===== src/rtl/sc_opsequencer_pkg.sv =====
// Shared constants for the operation sequencer: FSM encoding, idle/NOP control
// codes and default field widths.
package sc_opsequencer_pkg;

   localparam int DEC_SEL_W   = 3;
   localparam int MUX_SEL_W   = 3;
   localparam int ALU_SEL_W   = 4;
   localparam int SHIFT_SEL_W = 2;
   localparam int SHIFT_CNT_W = 4;

   localparam logic [2:0] DEC_NOP    = 3'b111;
   localparam logic [2:0] MUX_IDLE   = 3'b000;
   localparam logic [3:0] ALU_PASS   = 4'b0000;
   localparam logic [1:0] SHIFT_HOLD = 2'b11;

   typedef enum logic [2:0] {
      ST_IDLE  = 3'd0,
      ST_CLEAR = 3'd1,
      ST_LOAD  = 3'd2,
      ST_SHIFT = 3'd3,
      ST_WRITE = 3'd4,
      ST_DONE  = 3'd5
   } state_t;

endpackage


===== src/rtl/sc_opsequencer_downcounter.sv =====
// Loadable down-counter that times the SHIFT phase; saturates at zero so a
// stray enable can never wrap it.
module SC_DOWNCOUNTER #(
   parameter int WIDTH = 4
) (
   input  logic             gclk,
   input  logic             grst_n,
   input  logic             load,
   input  logic [WIDTH-1:0] load_val,
   input  logic             enable,
   output logic [WIDTH-1:0] count,
   output logic             zero
);

   logic [WIDTH-1:0] count_q, count_d;

   always_comb begin
      count_d = count_q;
      if (load)
         count_d = load_val;
      else if (enable && (count_q != '0))
         count_d = count_q - 1'b1;
   end

   always_ff @(posedge gclk) begin
      if (!grst_n) count_q <= '0;
      else         count_q <= count_d;
   end

   assign count = count_q;
   assign zero  = (count_q == '0);

endmodule


===== src/rtl/sc_opsequencer.sv =====
// Command sequencer for the register/ALU/shifter datapath: accepts one command
// in IDLE and walks it through CLEAR or LOAD[/SHIFT]/WRITE, then pulses done.
import sc_opsequencer_pkg::*;

module sc_opsequencer #(
   parameter int DATAWIDTH_DECODER_SELECTION    = DEC_SEL_W,
   parameter int DATAWIDTH_MUX_SELECTION        = MUX_SEL_W,
   parameter int DATAWIDTH_ALU_SELECTION        = ALU_SEL_W,
   parameter int DATAWIDTH_REGSHIFTER_SELECTION = SHIFT_SEL_W,
   parameter int DATAWIDTH_SHIFTCOUNT           = SHIFT_CNT_W
) (
   input  logic SC_OPSEQUENCER_CLOCK_50,
   input  logic SC_OPSEQUENCER_RESET_InLow,
   input  logic SC_OPSEQUENCER_cmdvalid_InHigh,
   output logic SC_OPSEQUENCER_cmdready_OutHigh,
   input  logic SC_OPSEQUENCER_cmdclear_InHigh,
   input  logic [DATAWIDTH_ALU_SELECTION-1:0]        SC_OPSEQUENCER_cmdaluop_InBUS,
   input  logic [DATAWIDTH_MUX_SELECTION-1:0]        SC_OPSEQUENCER_cmdsrcA_InBUS,
   input  logic [DATAWIDTH_MUX_SELECTION-1:0]        SC_OPSEQUENCER_cmdsrcB_InBUS,
   input  logic [DATAWIDTH_DECODER_SELECTION-1:0]    SC_OPSEQUENCER_cmddst_InBUS,
   input  logic [DATAWIDTH_REGSHIFTER_SELECTION-1:0] SC_OPSEQUENCER_cmdshiftmode_InBUS,
   input  logic [DATAWIDTH_SHIFTCOUNT-1:0]           SC_OPSEQUENCER_cmdshiftcount_InBUS,
   input  logic SC_OPSEQUENCER_overflow_InLow,
   input  logic SC_OPSEQUENCER_carry_InLow,
   input  logic SC_OPSEQUENCER_negative_InLow,
   input  logic SC_OPSEQUENCER_zero_InLow,
   output logic [DATAWIDTH_DECODER_SELECTION-1:0]    SC_OPSEQUENCER_decoderclearselection_OutBUS,
   output logic [DATAWIDTH_DECODER_SELECTION-1:0]    SC_OPSEQUENCER_decoderloadselection_OutBUS,
   output logic [DATAWIDTH_MUX_SELECTION-1:0]        SC_OPSEQUENCER_muxselectionBUSA_OutBUS,
   output logic [DATAWIDTH_MUX_SELECTION-1:0]        SC_OPSEQUENCER_muxselectionBUSB_OutBUS,
   output logic [DATAWIDTH_ALU_SELECTION-1:0]        SC_OPSEQUENCER_aluselection_OutBUS,
   output logic SC_OPSEQUENCER_regSHIFTERclear_OutLow,
   output logic SC_OPSEQUENCER_regSHIFTERload_OutLow,
   output logic [DATAWIDTH_REGSHIFTER_SELECTION-1:0] SC_OPSEQUENCER_regSHIFTERshiftselection_OutBUS,
   output logic SC_OPSEQUENCER_done_OutHigh,
   output logic [3:0] SC_OPSEQUENCER_flags_OutBUS
);

   localparam logic [DATAWIDTH_DECODER_SELECTION-1:0]    DEC_NOP_W  = DATAWIDTH_DECODER_SELECTION'(DEC_NOP);
   localparam logic [DATAWIDTH_MUX_SELECTION-1:0]        MUX_IDLE_W = DATAWIDTH_MUX_SELECTION'(MUX_IDLE);
   localparam logic [DATAWIDTH_ALU_SELECTION-1:0]        ALU_PASS_W = DATAWIDTH_ALU_SELECTION'(ALU_PASS);
   localparam logic [DATAWIDTH_REGSHIFTER_SELECTION-1:0] HOLD_W     = DATAWIDTH_REGSHIFTER_SELECTION'(SHIFT_HOLD);

   state_t state_q, state_d;
   logic                                      clear_q, clear_d;
   logic [DATAWIDTH_ALU_SELECTION-1:0]        aluop_q, aluop_d;
   logic [DATAWIDTH_MUX_SELECTION-1:0]        srca_q, srca_d, srcb_q, srcb_d;
   logic [DATAWIDTH_DECODER_SELECTION-1:0]    dst_q, dst_d;
   logic [DATAWIDTH_REGSHIFTER_SELECTION-1:0] mode_q, mode_d;
   logic [3:0]                                flags_q, flags_d;

   logic                            cnt_load, cnt_en, cnt_zero;
   logic [DATAWIDTH_SHIFTCOUNT-1:0] cnt_load_val, cnt_val;
   logic [DATAWIDTH_DECODER_SELECTION-1:0] dst_strobe;

   // Out-of-range destinations fall back to NOP but still run the sequence.
   assign dst_strobe = (32'(dst_q) >= 32'd4) ? DEC_NOP_W : dst_q;

   // HOLD mode and clear commands never shift, so the counter is loaded with 0.
   assign cnt_load_val = (SC_OPSEQUENCER_cmdclear_InHigh ||
                          (SC_OPSEQUENCER_cmdshiftmode_InBUS == HOLD_W)) ? '0
                         : SC_OPSEQUENCER_cmdshiftcount_InBUS;

   SC_DOWNCOUNTER #(.WIDTH(DATAWIDTH_SHIFTCOUNT)) u_shift_cnt (
      .gclk     (SC_OPSEQUENCER_CLOCK_50),
      .grst_n   (SC_OPSEQUENCER_RESET_InLow),
      .load     (cnt_load),
      .load_val (cnt_load_val),
      .enable   (cnt_en),
      .count    (cnt_val),
      .zero     (cnt_zero)
   );

   always_comb begin
      state_d  = state_q;
      clear_d  = clear_q;
      aluop_d  = aluop_q;
      srca_d   = srca_q;
      srcb_d   = srcb_q;
      dst_d    = dst_q;
      mode_d   = mode_q;
      flags_d  = flags_q;
      cnt_load = 1'b0;
      cnt_en   = 1'b0;
      SC_OPSEQUENCER_cmdready_OutHigh                = 1'b0;
      SC_OPSEQUENCER_done_OutHigh                    = 1'b0;
      SC_OPSEQUENCER_decoderclearselection_OutBUS    = DEC_NOP_W;
      SC_OPSEQUENCER_decoderloadselection_OutBUS     = DEC_NOP_W;
      SC_OPSEQUENCER_muxselectionBUSA_OutBUS         = MUX_IDLE_W;
      SC_OPSEQUENCER_muxselectionBUSB_OutBUS         = MUX_IDLE_W;
      SC_OPSEQUENCER_aluselection_OutBUS             = ALU_PASS_W;
      SC_OPSEQUENCER_regSHIFTERclear_OutLow          = 1'b1;
      SC_OPSEQUENCER_regSHIFTERload_OutLow           = 1'b1;
      SC_OPSEQUENCER_regSHIFTERshiftselection_OutBUS = HOLD_W;
      case (state_q)
         ST_IDLE: begin
            SC_OPSEQUENCER_cmdready_OutHigh = 1'b1;
            if (SC_OPSEQUENCER_cmdvalid_InHigh) begin
               clear_d  = SC_OPSEQUENCER_cmdclear_InHigh;
               aluop_d  = SC_OPSEQUENCER_cmdaluop_InBUS;
               srca_d   = SC_OPSEQUENCER_cmdsrcA_InBUS;
               srcb_d   = SC_OPSEQUENCER_cmdsrcB_InBUS;
               dst_d    = SC_OPSEQUENCER_cmddst_InBUS;
               mode_d   = SC_OPSEQUENCER_cmdshiftmode_InBUS;
               cnt_load = 1'b1;
               state_d  = SC_OPSEQUENCER_cmdclear_InHigh ? ST_CLEAR : ST_LOAD;
            end
         end
         ST_CLEAR: begin
            SC_OPSEQUENCER_decoderclearselection_OutBUS = dst_strobe;
            state_d = ST_DONE;
         end
         ST_LOAD: begin
            SC_OPSEQUENCER_muxselectionBUSA_OutBUS = srca_q;
            SC_OPSEQUENCER_muxselectionBUSB_OutBUS = srcb_q;
            SC_OPSEQUENCER_aluselection_OutBUS     = aluop_q;
            SC_OPSEQUENCER_regSHIFTERload_OutLow   = 1'b0;
            flags_d = ~{SC_OPSEQUENCER_overflow_InLow, SC_OPSEQUENCER_carry_InLow,
                        SC_OPSEQUENCER_negative_InLow, SC_OPSEQUENCER_zero_InLow};
            state_d = cnt_zero ? ST_WRITE : ST_SHIFT;
         end
         ST_SHIFT: begin
            // Counter still holds the cycles left including this one.
            SC_OPSEQUENCER_regSHIFTERshiftselection_OutBUS = mode_q;
            cnt_en = 1'b1;
            if (cnt_val == DATAWIDTH_SHIFTCOUNT'(1)) state_d = ST_WRITE;
         end
         ST_WRITE: begin
            SC_OPSEQUENCER_decoderloadselection_OutBUS = dst_strobe;
            SC_OPSEQUENCER_muxselectionBUSA_OutBUS     = srca_q;
            SC_OPSEQUENCER_muxselectionBUSB_OutBUS     = srcb_q;
            SC_OPSEQUENCER_aluselection_OutBUS         = aluop_q;
            state_d = ST_DONE;
         end
         ST_DONE: begin
            SC_OPSEQUENCER_done_OutHigh = 1'b1;
            state_d = ST_IDLE;
         end
         default: state_d = ST_IDLE;
      endcase
   end

   always_ff @(posedge SC_OPSEQUENCER_CLOCK_50) begin
      if (!SC_OPSEQUENCER_RESET_InLow) begin
         state_q <= ST_IDLE;
         clear_q <= 1'b0;
         aluop_q <= '0;
         srca_q  <= '0;
         srcb_q  <= '0;
         dst_q   <= '0;
         mode_q  <= '0;
         flags_q <= 4'b0000;
      end else begin
         state_q <= state_d;
         clear_q <= clear_d;
         aluop_q <= aluop_d;
         srca_q  <= srca_d;
         srcb_q  <= srcb_d;
         dst_q   <= dst_d;
         mode_q  <= mode_d;
         flags_q <= flags_d;
      end
   end

   assign SC_OPSEQUENCER_flags_OutBUS = flags_q;

endmodule


===== config.mk =====
export PLATFORM = sky130hd
export DESIGN_NAME = sc_opsequencer
export DESIGN_NICKNAME = d
export VERILOG_FILES = /design/src/rtl/sc_opsequencer_pkg.sv /design/src/rtl/sc_opsequencer_downcounter.sv /design/src/rtl/sc_opsequencer.sv
export SDC_FILE = /design/constraint.sdc
export NUM_CORES = 1
export LEC_CHECK = 0
export ABC_CLOCK_PERIOD_IN_PS = 4200
export BUFFER_PORTS_ARGS = -buffer_cell sky130_fd_sc_hd__buf_2
export CAP_MARGIN = 5
export CORE_UTILIZATION = 50
export DETAILED_ROUTE_END_ITERATION = 8
export PLACE_DENSITY = 0.78
export SYNTH_ARGS = -nofsm -noshare
export SYNTH_HDL_FRONTEND = slang
export SYNTH_HIERARCHICAL = 1
export SYNTH_SLANG_ARGS = --single-unit

===== constraint.sdc =====
create_clock -name SC_OPSEQUENCER_CLOCK_50 -period 4.2 [get_ports SC_OPSEQUENCER_CLOCK_50]
set_input_delay 0 -clock SC_OPSEQUENCER_CLOCK_50 [delete_from_list [all_inputs] [get_ports SC_OPSEQUENCER_CLOCK_50]]
set_output_delay 0 -clock SC_OPSEQUENCER_CLOCK_50 [all_outputs]
set_load 0.005 [all_outputs]

==> results.toml, run 1 <==
[timing]
setup_tns_ns = 0
max_freq_mhz = 480
period_minus_slack_ns = 2.08
rsz0062_at_grt = "no"
worst_slack_ns = 2.12
maxSlewViolCount = 0
fin_crit_sh = 0.496
setup_viol = 0
clock_skew_ns = 0.00679
worst_slew_pin_slew_ns = 0.634
holdWs_ns = 0.00756
maxSlewHeadroom = 0.576
hold_viol_final = 0

[worst_hold_path]
hp-start = "SC_OPSEQUENCER_cmdclear_InHigh"
min_to = "state_q[1]$_SDFFE_PN0P_"
hold-path-cell-count = 3
hold_class = "in2reg"

[cells_and_area]
syn_to_final_growth_pct = 33.3
final_nets = 260
drive_gt1_frac = 0.325
finalNonFillerCells = 261
stdcell_area_sq_mm = 0.00187
fin_util = 0.728
diodes = 0

[yosys]
synth-adder-area-share = 0.00893
synthArstFlopShare = 0
yosys.area.top_type_share = 0.371
yosysMostFrequentCell = "nand2_1"
synthFlopType = "dfxtp_1"
synth-xor-area-share = 0.00625
yosysSeqAreaShare = 0.371
synth-simple-area-share = 0.317
yosysUniqueCellTypes = 44
yosys_warnings = 6
netlist_top_cells_count = "36 x nand2_1, 26 x dfxtp_1, 14 x and2_1, 9 x a21boi_2, 9 x inv_1"
synthCells = 166
synth_mux_area_frac = 0.0152
synthTopCellsByArea = "dfxtp_1 37%, nand2_1 9.6%, a21boi_2 7.2%, and2_1 6.3%, a21boi_0 3.2%"
ys_ff_latch = 26
synth_top_family_by_area = "simple AND/OR/NAND/NOR gates"
synth-compound-area-share = 0.207
synth_nets = 194
synth-edff-count = 0
netlist_area_sq_mm = 0.00140
yosysTopAreaCell = "dfxtp_1"
avgSynthCellArea_sq_um = 8.44

[grt]
grt_overflow = 0
grt_pass1_vias = 1277
grt_max_degree = 27
grt_pass1_wl_mm = 5.41
grtUsageTotal = 0.257
antenna_found_initial = 0

[clock_network]
cts_tree = "yes"
cts_buffers = 3
clock_sinks = 26
cts_max_level = 1
post_cts_resized = 0
path_clk_slew_ns = 0.15
cts_hold_buf = 19
insertion_delay_ns = 0.33
clockBufferDepth = 2
post_cts_buffers = 0
root_buffer = "clkbuf_4"

[drt]
antenna_left = 0
drt-initial-drc-count = 21
wl_mm = 3.45
vias_per_cell = 5.20
dr.pass1.iters = 4
drc_errors = 0
vias = 1357
wl_per_cell_um = 13.2

[pwr]
p_leak_nw = 0.830
cellPowerDensity_mw_per_mm2 = 512
total_power_mw = 0.957
vdd_drop_max_v = 0.000363

[place]
dpl_worst_slack_ns = 2.15
place_inst = 238
gp_congestion = 0.842
post_dp_cell_area_sq_mm = 0.00164
io_buffer_count = 51
dp_hpwl_mm = 2.30

[setup_path]
cp_data_required_time_ns = 4.45
rr_startpoint = "state_q[1]$_SDFFE_PN0P_"
critPathKind = "reg2reg"
reg2reg_setup_slack_ns = 2.12
critPathMaxFanout = 18
reg2reg_to = "u_shift_cnt/count[0]$_SDFFE_PN0P_"
worstSetupStartpointType = "flip-flop"
cp_data_arrival_time_ns = 2.33
worstSetupEndpointType = "flip-flop"
reg2reg_depth = 5

[status]
outcome = "completed"

[floorplanning]
die_w_um = 54.9
start_util = 0.546
core_area_sq_mm = 0.00257
io_pins = 53
die_y_um = 54.9
rows = 18
die-area_sq_mm = 0.00302

[job]
max_cap_viol_count = 0
report_power, final:
group | total, mW | leakage (nW) | internal, mW | switching [mW]
combinational | 0.434 | 0.596 | 0.201 | 0.234
clock | 0.131 | 0.0210 | 0.0531 | 0.0776
sequential | 0.392 | 0.213 | 0.317 | 0.0753
total | 0.957 | 0.830 | 0.571 | 0.387
cell type report:
| type | count | area, sq um |
|---|---|---|
| multi-input combinational | 120 | 781 |
| fill | 200 | 699 |
| tap | 30 | 37.5 |
| timing repair buffer | 70 | 445 |
| clock buffer | 4 | 36.3 |
| sequential | 26 | 520 |
| inverter | 11 | 47.5 |
worst max-delay path, cell delays in order, from the launching register on:
cell and delay, ns:
dfxtp_1 0.62, or4b_1 0.55, clkinv_4 0.27, inv_1 0.24, nor2_1 0.09, a311oi_2 0.23
cells in the final DEF, fill, tap and decap left out, types with 2 or more instances in the layout:
master / netlist / final
o21ai_0: 3 / 3
nand3_1: 5 / 5
o211a_1: 4 / 4
or4b_1: 2 / 2
dfxtp_1: 26 / 26
inv_1: 9 / 9
nor2_1: 6 / 6
and2_1: 14 / 14
a21boi_0: 6 / 6
buf_2: 3 / 51
a21boi_2: 9 / 9
nand2b_1: 6 / 6
dlygate4sd3_1: 0 / 19
nand2_1: 36 / 36
clkbuf_4: 0 / 3
a21oi_1: 4 / 4
routing by layer:
layer  vias to the layer above  track usage  share of wire
met1                       607        0.296           0.44
met4                         0       0.0958          0.017
li1                        689            -              -
met3                         8       0.0437          0.061
met5                         -            0              0
met2                        53        0.468           0.49
flip-flops by register name (all words and copies together), names as in the netlist:
signal	cells
SC_OPSEQUENCER_flags_OutBUS	4
aluop_q	4
u_shift_cnt/count	4
dst_q	3
srca_q	3
srcb_q	3
state_q	3
mode_q	2
worst max path at each step:
| stage | from | end | depth (start not counted) |
|---|---|---|---|
| after floorplan | u_shift_cnt/count[0]$_SDFFE_PN0P_ | state_q[0]$_SDFFE_PN0P_ | 7 |
| after global placement | state_q[0]$_SDFFE_PN0P_ | u_shift_cnt/count[3]$_SDFFE_PN0P_ | 5 |
| after detailed placement | state_q[0]$_SDFFE_PN0P_ | u_shift_cnt/count[0]$_SDFFE_PN0P_ | 5 |
| after CTS | state_q[1]$_SDFFE_PN0P_ | u_shift_cnt/count[0]$_SDFFE_PN0P_ | 5 |
| after global routing | state_q[1]$_SDFFE_PN0P_ | u_shift_cnt/count[0]$_SDFFE_PN0P_ | 5 |
| final | state_q[1]$_SDFFE_PN0P_ | u_shift_cnt/count[0]$_SDFFE_PN0P_ | 5 |
kinds of logic after synthesis:
kind of cell	Yosys count
xor+xnor	1
simple gates	82
flops	26
mux	2
fa+ha+maj	1
compound gates	33
other cells	1
buf+inv	20
Note: power is estimated with default switching activity, not from simulation.
==> run 2: changes to the inputs <==
ABC_AREA = 1   (was not set)
ABC_CLOCK_PERIOD_IN_PS = 2100   (was 4200)
CORE_UTILIZATION = 48   (was 50)
PLACE_DENSITY = 0.75   (was 0.78)
clock period = 2.1 ns   (was 4.2 ns; I/O delays follow)
==> run 2 against run 1 <==
Against the previous run: register-to-register slack lost 1.6 ns; largest cell class unchanged; synthesized cell count grew 25%; clock skew shrank 0.00089 ns; cell area grew 4.3%; via count grew 6.9%.
==> results.toml, run 2 <==
[timing]
fin_crit_sh = 0.775
worst_slew_pin_slew_ns = 0.604
hold_viol_final = 0
worst_slack_ns = 0.472
setup_tns_ns = 0
max_freq_mhz = 614
setup_viol = 0
maxSlewHeadroom = 0.597
rsz0062_at_grt = "no"
period_minus_slack_ns = 1.63
maxSlewViolCount = 0
clock_skew_ns = 0.00590

[yosys]
ys_ff_latch = 26
synth-edff-count = 0
yosys.area.top_type_share = 0.367
yosysMostFrequentCell = "nand2_1"
netlist_top_cells_count = "51 x nand2_1, 29 x inv_1, 27 x nor2_1, 26 x dfxtp_1, 11 x a21oi_1"
synthTopCellsByArea = "dfxtp_1 37%, nand2_1 13%, inv_1 7.7%, nor2_1 7.1%, a21oi_2 6.2%"
synth_nets = 235
synthArstFlopShare = 0
avgSynthCellArea_sq_um = 6.86
yosysUniqueCellTypes = 26
yosysTopAreaCell = "dfxtp_1"
synthCells = 207
synthFlopType = "dfxtp_1"
yosysSeqAreaShare = 0.367
netlist_area_sq_mm = 0.00142
yosys_warnings = 6

[floorplanning]
die-area_sq_mm = 0.00318
rows = 19
die_w_um = 56.4
start_util = 0.511
core_area_sq_mm = 0.00278
die_y_um = 56.4
io_pins = 53

[setup_path]
slowest_delay_ns = 0.55
cp.buffers_inverters = 2
cp_data_arrival_time_ns = 1.90
path_cells = "nor2_2, nand2_1, inv_2, o21ai_0, a21oi_1, dlygate4sd3_1"
critPathKind = "reg2reg"
worstSetupStartpointType = "flip-flop"
reg2reg_to = "SC_OPSEQUENCER_flags_OutBUS[1]$_SDFFE_PN0N_"
worstSetupEndpointType = "flip-flop"
rr_startpoint = "state_q[2]$_SDFFE_PN0P_"
critical_path.top_delay_family = "buffers and inverters"
cpMaxStageDelayCell = "dlygate4sd3_1"
reg2reg_depth = 6
critPathMaxFanout = 10
reg2reg_setup_slack_ns = 0.47
cp_data_required_time_ns = 2.37

[pwr]
vdd_drop_max_v = 0.000749
p_leak_nw = 0.924
total_power_mw = 2.22
cellPowerDensity_mw_per_mm2 = 1140

[worst_hold_path]
min_to = "state_q[0]$_SDFFE_PN0P_"
hold_class = "in2reg"
hp-start = "SC_OPSEQUENCER_cmdclear_InHigh"
hold-path-cell-count = 5

[clock_network]
clock_sinks = 26
cts_max_level = 1
clockBufferDepth = 2
path_clk_slew_ns = 0.14
cts_tree = "yes"
post_cts_buffers = 0
root_buffer = "clkbuf_4"
insertion_delay_ns = 0.32
cts_buffers = 3

[cells_and_area]
drive_gt1_frac = 0.321
multi_input_area_sq_um = 719
layout_common_cells = "51 x nand2_1, 51 x buf_2, 29 x inv_1, 27 x nor2_1, 26 x dfxtp_1"
diodes = 0
final_nets = 309
fin_util = 0.700
fill_cells = 243
seq_area_sq_um = 520
syn_to_final_growth_pct = 37.2

[drt]
dr.pass1.iters = 4
vias_per_cell = 4.67
wl_mm = 3.10
drt-initial-drc-count = 40
drc_errors = 0
vias = 1451
antenna_left = 0
wl_per_cell_um = 9.97

[place]
dp_hpwl_mm = 2.11
dpl_worst_slack_ns = 0.555
io_buffer_count = 51
gp_congestion = 0.814

[grt]
grtUsageTotal = 0.208
grt_max_degree = 19
grt_overflow = 0
grt_pass1_vias = 1294
grt_pass1_wl_mm = 5.34
antenna_found_initial = 0

[status]
outcome = "completed"

[job]
max_cap_viol_count = 0
[run 2: cell count changes after synthesis, sizes merged, moves of 5 or more]
cell	previous run	this run
and2	14	0
a21oi	4	21
a21boi	15	0
nand2	36	64
nor2	6	31
inv	9	35
nand3	5	10
nand2b	6	0
[run 2: routing by layer]
metal / share of wire / vias up / track usage / routed length [um]
met5: 0 / - / 0 / 0
met4: 0.0058 / 0 / 0.0732 / 18
met3: 0.030 / 2 / 0.0207 / 94
met2: 0.48 / 32 / 0.352 / 1500
met1: 0.48 / 641 / 0.275 / 1490
li1: - / 776 / - / -
[run 2: layout make-up]
type                    count  area share
clock buffers               3      0.0116
clock inverters             1      0.0154
inverters                  36      0.0726
multi-input cells         141       0.369
flip-flops and latches     26       0.267
well taps                  31      0.0199
repair buffers             73       0.244
[run 2: power by group]
group | internal, mW | switching, mW | total (mW)
clock | 0.193 | 0.150 | 0.343
combinational | 0.447 | 0.684 | 1.13
sequential | 0.643 | 0.107 | 0.750
total | 1.28 | 0.942 | 2.22
[run 2: what timing repair did]
item / 4_1_cts / 5_1_grt
hold buffers: 22 / 0
resized for setup: 0 / 0
setup endpoints to repair: 0 / 0
hold endpoints to repair: 23 / 0
[run 2: logic make-up after synthesis]
family / Yosys count / share of synthesized area
other cells: 1 / 0.00264
fa+ha+maj: 1 / 0.00881
simple gates: 108 / 0.356
buf+inv: 40 / 0.127
xor+xnor: 1 / 0.00617
compound gates: 30 / 0.133
flops: 26 / 0.367
[run 2: how the worst max path moves through the flow]
stage / startpoint / to / slack, ns / cells past startpoint
floorplan: state_q[1]$_SDFFE_PN0P_ / u_shift_cnt/count[3]$_SDFFE_PN0P_ / 0.70 / 10
global placement: state_q[1]$_SDFFE_PN0P_ / u_shift_cnt/count[3]$_SDFFE_PN0P_ / 0.61 / 9
detailed placement: state_q[1]$_SDFFE_PN0P_ / u_shift_cnt/count[3]$_SDFFE_PN0P_ / 0.56 / 9
CTS: state_q[2]$_SDFFE_PN0P_ / SC_OPSEQUENCER_flags_OutBUS[1]$_SDFFE_PN0N_ / 0.47 / 6
global route: state_q[2]$_SDFFE_PN0P_ / SC_OPSEQUENCER_flags_OutBUS[0]$_SDFFE_PN0N_ / 0.29 / 6
finish: state_q[2]$_SDFFE_PN0P_ / SC_OPSEQUENCER_flags_OutBUS[1]$_SDFFE_PN0N_ / 0.47 / 6
[run 2: metrics by stage]
stage | cells | hold slack [ns] | instance area [sq um]
final | 311 | 0.0284 | 1950
after global routing | 311 | 0.0383 | 1950
after CTS | 311 | 0.0192 | 1950
after detailed placement | 285 | 0.180 | 1680
after global placement | 285 | 0.174 | 1680
after floorplan | 207 | 0.0894 | 1420
[run 2: tightest hold or removal path, cell delays in order]
cell and delay [ns]:
buf_2 0.10, nand2_1 0.05, nand3_1 0.07, nand2_1 0.05, nand2_1 0.05
